==> src/rtl/serial_mag_comp_ctrl.sv <==
// serial_mag_comp_ctrl: bit-serial unsigned magnitude comparator.
// Two WIDTH-bit operands are latched on a start request and fed MSB-first
// through a single 1-bit comparator cell, one bit per clock. The walk stops
// at the first differing bit, or after the LSB when the operands are equal.
// The result is held on l_o/g_o/e_o and announced with a one-cycle done_o.

// 1-bit magnitude comparator cell: exactly one of L/G/E is high.
module mag_comp_1bit (
    input  logic a,
    input  logic b,
    output logic L,
    output logic G,
    output logic E
);
    assign L = ~a &  b;
    assign G =  a & ~b;
    assign E = ~(a ^ b);
endmodule

module serial_mag_comp_ctrl #(
    parameter int WIDTH = 8
) (
    input  logic             clk_i,
    input  logic             rst_i,
    input  logic             start_i,
    input  logic [WIDTH-1:0] a_i,
    input  logic [WIDTH-1:0] b_i,
    output logic             busy_o,
    output logic             done_o,
    output logic             l_o,
    output logic             g_o,
    output logic             e_o
);
    // The bit counter needs at least one bit, even for WIDTH=1.
    localparam int CW = (WIDTH > 1) ? $clog2(WIDTH) : 1;
    localparam logic [CW-1:0] LAST_BIT = CW'(WIDTH - 1);

    typedef enum logic [1:0] {
        IDLE = 2'd0,
        RUN  = 2'd1,
        DONE = 2'd2
    } state_e;

    state_e           state_q;
    logic [WIDTH-1:0] sa_q;
    logic [WIDTH-1:0] sb_q;
    logic [CW-1:0]    cnt_q;
    logic             busy_q;
    logic             done_q;
    logic             l_q;
    logic             g_q;
    logic             e_q;

    logic             cell_l;
    logic             cell_g;
    logic             cell_e;

    // The cell always looks at the current MSB of the shifting operands.
    mag_comp_1bit u_cell (
        .a (sa_q[WIDTH-1]),
        .b (sb_q[WIDTH-1]),
        .L (cell_l),
        .G (cell_g),
        .E (cell_e)
    );

    // Sequencer: accept operands, walk bits MSB-first, register the verdict.
    always_ff @(posedge clk_i) begin
        // NOTE: state and outputs use non-blocking assignments so every
        // branch below reads the values from before this edge.
        if (rst_i) begin
            state_q <= IDLE;
            sa_q    <= '0;
            sb_q    <= '0;
            cnt_q   <= '0;
            busy_q  <= 1'b0;
            done_q  <= 1'b0;
            l_q     <= 1'b0;
            g_q     <= 1'b0;
            e_q     <= 1'b0;
        end else begin
            case (state_q)
                IDLE: begin
                    done_q <= 1'b0;
                    if (start_i) begin
                        sa_q    <= a_i;
                        sb_q    <= b_i;
                        cnt_q   <= '0;
                        busy_q  <= 1'b1;
                        state_q <= RUN;
                    end
                end

                RUN: begin
                    if (cell_l) begin
                        l_q     <= 1'b1;
                        g_q     <= 1'b0;
                        e_q     <= 1'b0;
                        busy_q  <= 1'b0;
                        done_q  <= 1'b1;
                        state_q <= DONE;
                    end else if (cell_g) begin
                        l_q     <= 1'b0;
                        g_q     <= 1'b1;
                        e_q     <= 1'b0;
                        busy_q  <= 1'b0;
                        done_q  <= 1'b1;
                        state_q <= DONE;
                    end else if (cell_e && (cnt_q == LAST_BIT)) begin
                        // All bits matched, including the LSB.
                        l_q     <= 1'b0;
                        g_q     <= 1'b0;
                        e_q     <= 1'b1;
                        busy_q  <= 1'b0;
                        done_q  <= 1'b1;
                        state_q <= DONE;
                    end else begin
                        // Bits equal so far: bring the next bit to the MSB.
                        sa_q  <= sa_q << 1;
                        sb_q  <= sb_q << 1;
                        cnt_q <= cnt_q + 1'b1;
                    end
                end

                DONE: begin
                    // done_o lasts exactly one cycle; start is ignored here.
                    done_q  <= 1'b0;
                    state_q <= IDLE;
                end

                default: begin
                    busy_q  <= 1'b0;
                    done_q  <= 1'b0;
                    state_q <= IDLE;
                end
            endcase
        end
    end

    assign busy_o = busy_q;
    assign done_o = done_q;
    assign l_o    = l_q;
    assign g_o    = g_q;
    assign e_o    = e_q;

endmodule

==> config.mk <==
export PLATFORM = sky130hd
export DESIGN_NAME = serial_mag_comp_ctrl
export DESIGN_NICKNAME = d
export VERILOG_FILES = /design/src/rtl/serial_mag_comp_ctrl.sv
export SDC_FILE = /design/constraint.sdc
export NUM_CORES = 1
export LEC_CHECK = 0
export CAP_MARGIN = 20
export CORE_ASPECT_RATIO = 1.25
export CORE_UTILIZATION = 51
export DETAILED_ROUTE_END_ITERATION = 12
export PLACE_DENSITY = 0.81
export REMOVE_ABC_BUFFERS = 1
export SLEW_MARGIN = 10
export SYNTH_ARGS = -nofsm -noshare
export SYNTH_HDL_FRONTEND = slang
export SYNTH_SLANG_ARGS = --single-unit
==> constraint.sdc <==
create_clock -name clk_i -period 2.3 [get_ports clk_i]
set_clock_uncertainty 0.1 [all_clocks]
set_input_delay 0.23 -clock clk_i [delete_from_list [all_inputs] [get_ports clk_i]]
set_output_delay 0.23 -clock clk_i [all_outputs]
set_load 0.05 [all_outputs]
==> impl_metrics.yaml, run 1 <==
pwr:
  p_leak_nw: 0.627
  p_per_area_nw_per_um2: 773
  vdd_drop_max_mv: 0.460
timing:
  clock.fmax_mhz: 474
  final-hold-violation-count: 0
  fin_crit_ns: 2.11
  setup_viol: 0
  rsz0062_at_grt: "false"
  tightest_slew_ns: 0.666
  slew_headroom_pct: 55.6
  setup_tns_ns: 0
  min_period_over_period_pct: 91.7
  holdWs_ns: 0.359
  finalMaxSlewViolations: 0
  fin_ws_ns: 0.191
final_layout:
  nNetsFinal: 175
  diodes: 0
  drive_gt1_share_pct: 15.3
  postLayoutCoreUtil_pct: 65.5
  fillers: 196
  instances_no_fill: 183
  syn2layout_area_growth_pct: 20.2
setup_path:
  ff2ff_setup_slack_ns: 0.19
  worst_path_max_delay_cell: "o21ai_4"
  criticalPathCategory: "register to register"
  crit_arrival_ns: 2.20
  worstPathCellList: "inv_1 > ha_1 > a211o_4 > o21ai_4 > a211oi_1"
  cp_max_fo: 15
  end_kind: "register"
  crit_required_ns: 2.39
  max_stage_delay_ns: 0.44
  crit_path_start_kind: "register"
placement:
  io_buffers: 23
  preCtsSetupSlack_ns: 0.226
  placed_cells: 179
  place.gp.congestion: 0.727
  place_hpwl_mm: 1.95
logic_synthesis:
  synth_area_leader_cell: "dfxtp_1"
  synthMostInstantiatedCell: "dfxtp_1"
  ys_top_cells_by_count: "26 x dfxtp_1, 19 x a211oi_1, 15 x mux2i_1"
  synth_area_um2: 1350
  yosys_warnings: 0
  yosys_register_bits: 26
  synth_async_sr_flop_share_pct: 0
  synth_area_leaders: "dfxtp_1 39%, mux2i_1 11%, a211oi_1 11%, a211oi_2 8.3%, ha_1 4.6%"
  syn_inst: 129
  ys_seq_area_share_pct: 38.6
  ys.flop_type: "dfxtp_1"
  synth_edf_count: 0
  synthDistinctLibCells: 28
  avgSynthCellArea_um2: 10.5
  synth_top_area_share_pct: 38.6
routing:
  num_vias: 1100
  vias_per_cell: 6.01
  wire_per_inst_um: 15.1
  first_pass_iters: 4
  drcViolationCount: 0
  wl_mm: 2.77
  postRouteAntennaNets: 0
  drtIter0Drc: 26
floorplan:
  initial_core_util_pct: 54.5
  die_w_um: 48.0
  core_um2: 2480
  ios: 24
  dieHeight_um: 59.5
  fp-row-count: 20
  die_area_um2: 2860
global_route:
  grt_max_degree: 27
  grt_usage_pct: 21.5
  gr-total-overflow: 0
  antenna_found_initial: 0
  grt_pass1_wl_mm: 4.55
  grt_pass1_vias: 1080
clock_tree:
  clkLatencyLatePin_ns: 0.32
  cts_resized: 0
  cts_buffers: 3
  cts_tree: "done"
  ctsHoldBuffers: 0
  postCtsSetupRepairBufs: 0
  clock_path_buffers: 2
  cts.htree.levels: 1
  clockRootBuffer: "clkbuf_4"
  clkTransAtPathRegs_ns: 0.14
  clock-sinks: 26
flow_run:
  cap_violations: 0
status:
  outcome: "complete, no violations"
min_path:
  min_path_type: "input pin to register"
layer usage:
metal	up-vias	track usage, %	wire (µm)
met5	-	0	0
met4	0	4.37	16
met3	2	3.35	70
met2	24	38.2	1510
met1	543	26.2	1170
li1	531	-	-
layout make-up:
class	count	area, µm²	area share, %
tap	33	41.3	2.54
sequential	26	520	32.1
multi-input combinational	88	738	45.5
inverter	3	11.3	0.694
timing repair buffer	29	275	17.0
clock buffer	4	36.3	2.24
registers in the layout, summed over array words and instances, names as in the netlist:
name / flops
done_o: 1
busy_o: 1
e_o: 1
l_o: 1
state_q: 2
cnt_q: 3
g_o: 1
sa_q: 8
sb_q: 8
stage by stage:
| step | instance area, µm² | power (mW) |
|---|---|---|
| after floorplan | 1270 | 0.881 |
| after global placement | 1590 | 1.01 |
| after detailed placement | 1590 | 1.03 |
| after CTS | 1620 | 1.26 |
| after global routing | 1620 | 1.32 |
| final | 1620 | 1.25 |
cells in the final DEF (no fill, tap or decap), types with 2 or more instances in the layout:
cell,n
dfxtp_1,26
clkdlybuf4s50_1,23
a211oi_1,19
mux2i_1,15
a211oi_2,9
a21oi_1,8
nand3_1,6
buf_4,6
ha_1,5
nor3_1,4
o211ai_1,4
inv_1,3
nand2b_1,3
o21ai_0,3
clkbuf_4,3
nor2_1,2
worst max-delay path: cells and delay by family (launching register included):
family | cells | cell delay [ns]
flops | 1 | 0.40
fa+ha+maj | 1 | 0.40
buf+inv | 1 | 0.08
compound gates | 3 | 1.00
kinds of logic (layout without fill, tap and decap cells):
logic type | after synthesis | after routing | synth area share [%]
flip-flops | 26 | 26 | 38.6
AND/OR/NAND/NOR | 21 | 21 | 9.36
adder cells (fa/ha/maj) | 5 | 5 | 4.63
buffers and inverters | 15 | 36 | 6.76
multiplexers | 15 | 15 | 11.1
AO/OA/AOI/OAI | 47 | 47 | 29.6
final timing paths:
kind | from | end | cells after the start
max | sb_q[7]$_SDFFE_PP0P_ | sb_q[7]$_SDFFE_PP0P_ | 5
min | a_i[0] | sa_q[0]$_SDFFE_PP0P_ | 3
max reg2reg | sb_q[7]$_SDFFE_PP0P_ | sb_q[7]$_SDFFE_PP0P_ | 5
min reg2reg | busy_o$_SDFFE_PP0P_ | busy_o$_SDFFE_PP0P_ | 2
report_power, final:
group / switching [mW] / total, mW / internal, mW
sequential: 0.0418 / 0.555 / 0.513
clock: 0.138 / 0.235 / 0.0967
combinational: 0.263 / 0.464 / 0.201
total: 0.443 / 1.25 / 0.810
No activity file was read; power rests on OpenSTA's default activity.
==> run 2: changes to the inputs <==
- REMOVE_ABC_BUFFERS: 1 -> not set
==> impl_metrics.yaml, run 2 (synthesis results as in run 1) <==
status:
  outcome: "complete, no violations"
floorplan:
  ios: 24
  fp-row-count: 20
  core_um2: 2480
  die_w_um: 48.0
  initial_core_util_pct: 54.5
  dieHeight_um: 59.5
  die_area_um2: 2860
routing:
  num_vias: 1081
  drcViolationCount: 0
  drtIter0Drc: 21
  top_layer_used: "met4"
  dr_wl_met2_mm: 1.47
  wl_mm: 2.79
  wire_per_inst_um: 15.2
  vias_per_cell: 5.88
  postRouteAntennaNets: 0
  first_pass_iters: 4
  wl_met1_mm: 1.18
  route.met3.wl_um: 69
min_path:
  hold_depth: 3
  min_path_type: "input pin to register"
logic_synthesis:
  syn_nets: 153
clock_tree:
  clock-sinks: 26
  cts_buffers: 3
  cts_resized: 0
  clkLatencyLatePin_ns: 0.33
  cts_tree: "done"
  ctsHoldBuffers: 0
  clockRootBuffer: "clkbuf_4"
  postCtsSetupRepairBufs: 0
  cts.htree.levels: 1
  clkTransAtPathRegs_ns: 0.14
  clock_path_buffers: 2
setup_path:
  cp_max_fo: 15
  crit_required_ns: 2.40
  crit_arrival_ns: 2.18
  r2r.worst_path.cells: 5
  crit_path_start_kind: "register"
  criticalPathCategory: "register to register"
  end_kind: "register"
  ff2ff_setup_slack_ns: 0.23
final_layout:
  fin_area_um2: 1630
  layout_commonest_cell: "dfxtp_1"
  drive_gt1_share_pct: 15.9
  syn2layout_area_growth_pct: 20.8
  fillers: 213
  diodes: 0
  nNetsFinal: 176
  register_area_um2: 520
  multi_input_area_um2: 738
  final_cell_mix: "26 x dfxtp_1, 23 x clkdlybuf4s50_1, 19 x a211oi_1, 15 x mux2i_1, 9 x a211oi_2"
  reg_top3: "sa_q: 8 flops, sb_q: 8 flops, cnt_q: 3 flops"
timing:
  tightest_slew_ns: 0.571
  clock.fmax_mhz: 482
  rsz0062_at_grt: "false"
  slew_headroom_pct: 61.9
  finalMaxSlewViolations: 0
  setup_viol: 0
  setup_tns_ns: 0
  min_period_over_period_pct: 90.1
  final-hold-violation-count: 0
  fin_crit_ns: 2.07
placement:
  io_buffers: 23
  place_area_um2: 1590
  place_hpwl_mm: 1.98
  place.gp.congestion: 0.792
pwr:
  p_per_area_nw_per_um2: 772
  p_leak_nw: 0.632
  vdd_drop_max_mv: 0.433
global_route:
  grt_usage_pct: 23.3
  gr-total-overflow: 0
  grt_max_degree: 20
  antenna_found_initial: 0
  grt_pass1_vias: 1065
  grt_pass1_wl_mm: 4.71
flow_run:
  cap_violations: 0
[run 2: changes by cell type in the layout (fill, tap and decap cells not counted)]
cell	delta
buf_4	+1
[run 2: metrics by stage]
stage               hold WS [ns]  util [%]  instances  worst slack (ns)  power [mW]
floorplan                  0.282         -        129             0.511       0.926
global placement           0.361      64.3        180             0.308        1.01
detailed placement         0.369      64.3        180             0.223        1.03
CTS                        0.340      65.8        184             0.202        1.27
global route               0.384      65.8        184             0.129        1.33
finish                     0.347      65.8        184             0.227        1.26
[run 2: critical path: stages (launching register included)]
cell and delay, ns:
dfxtp_1 0.38, inv_1 0.08, ha_1 0.40, a211o_4 0.39, o21ai_4 0.44, a211oi_1 0.15
[run 2: power breakdown]
group,switching (mW),internal [mW]
Clock,0.141,0.0971
Sequential,0.0415,0.513
Combinational,0.264,0.202
[run 2: worst paths after layout]
| path | startpoint | end |
|---|---|---|
| worst max register to register | sb_q[7]$_SDFFE_PP0P_ | sb_q[5]$_SDFFE_PP0P_ |
| worst max-delay path | sb_q[7]$_SDFFE_PP0P_ | sb_q[5]$_SDFFE_PP0P_ |
| worst min register to register | g_o$_SDFFE_PP0P_ | g_o$_SDFFE_PP0P_ |
| worst min-delay path | a_i[0] | sa_q[0]$_SDFFE_PP0P_ |
[run 2: layer usage]
layer  vias up  GRT usage (%)
li1        534              -
met4         0           9.52
met2        22           39.8
met5         -              0
met1       518           28.1
met3         7           3.05
[run 2: area by class of cell]
class,instances,share of cell area [%]
multi-input cells,88,45.3
flip-flops and latches,26,31.9
repair buffers,30,17.3
well taps,33,2.53
clock buffers,4,2.23
inverters,3,0.691
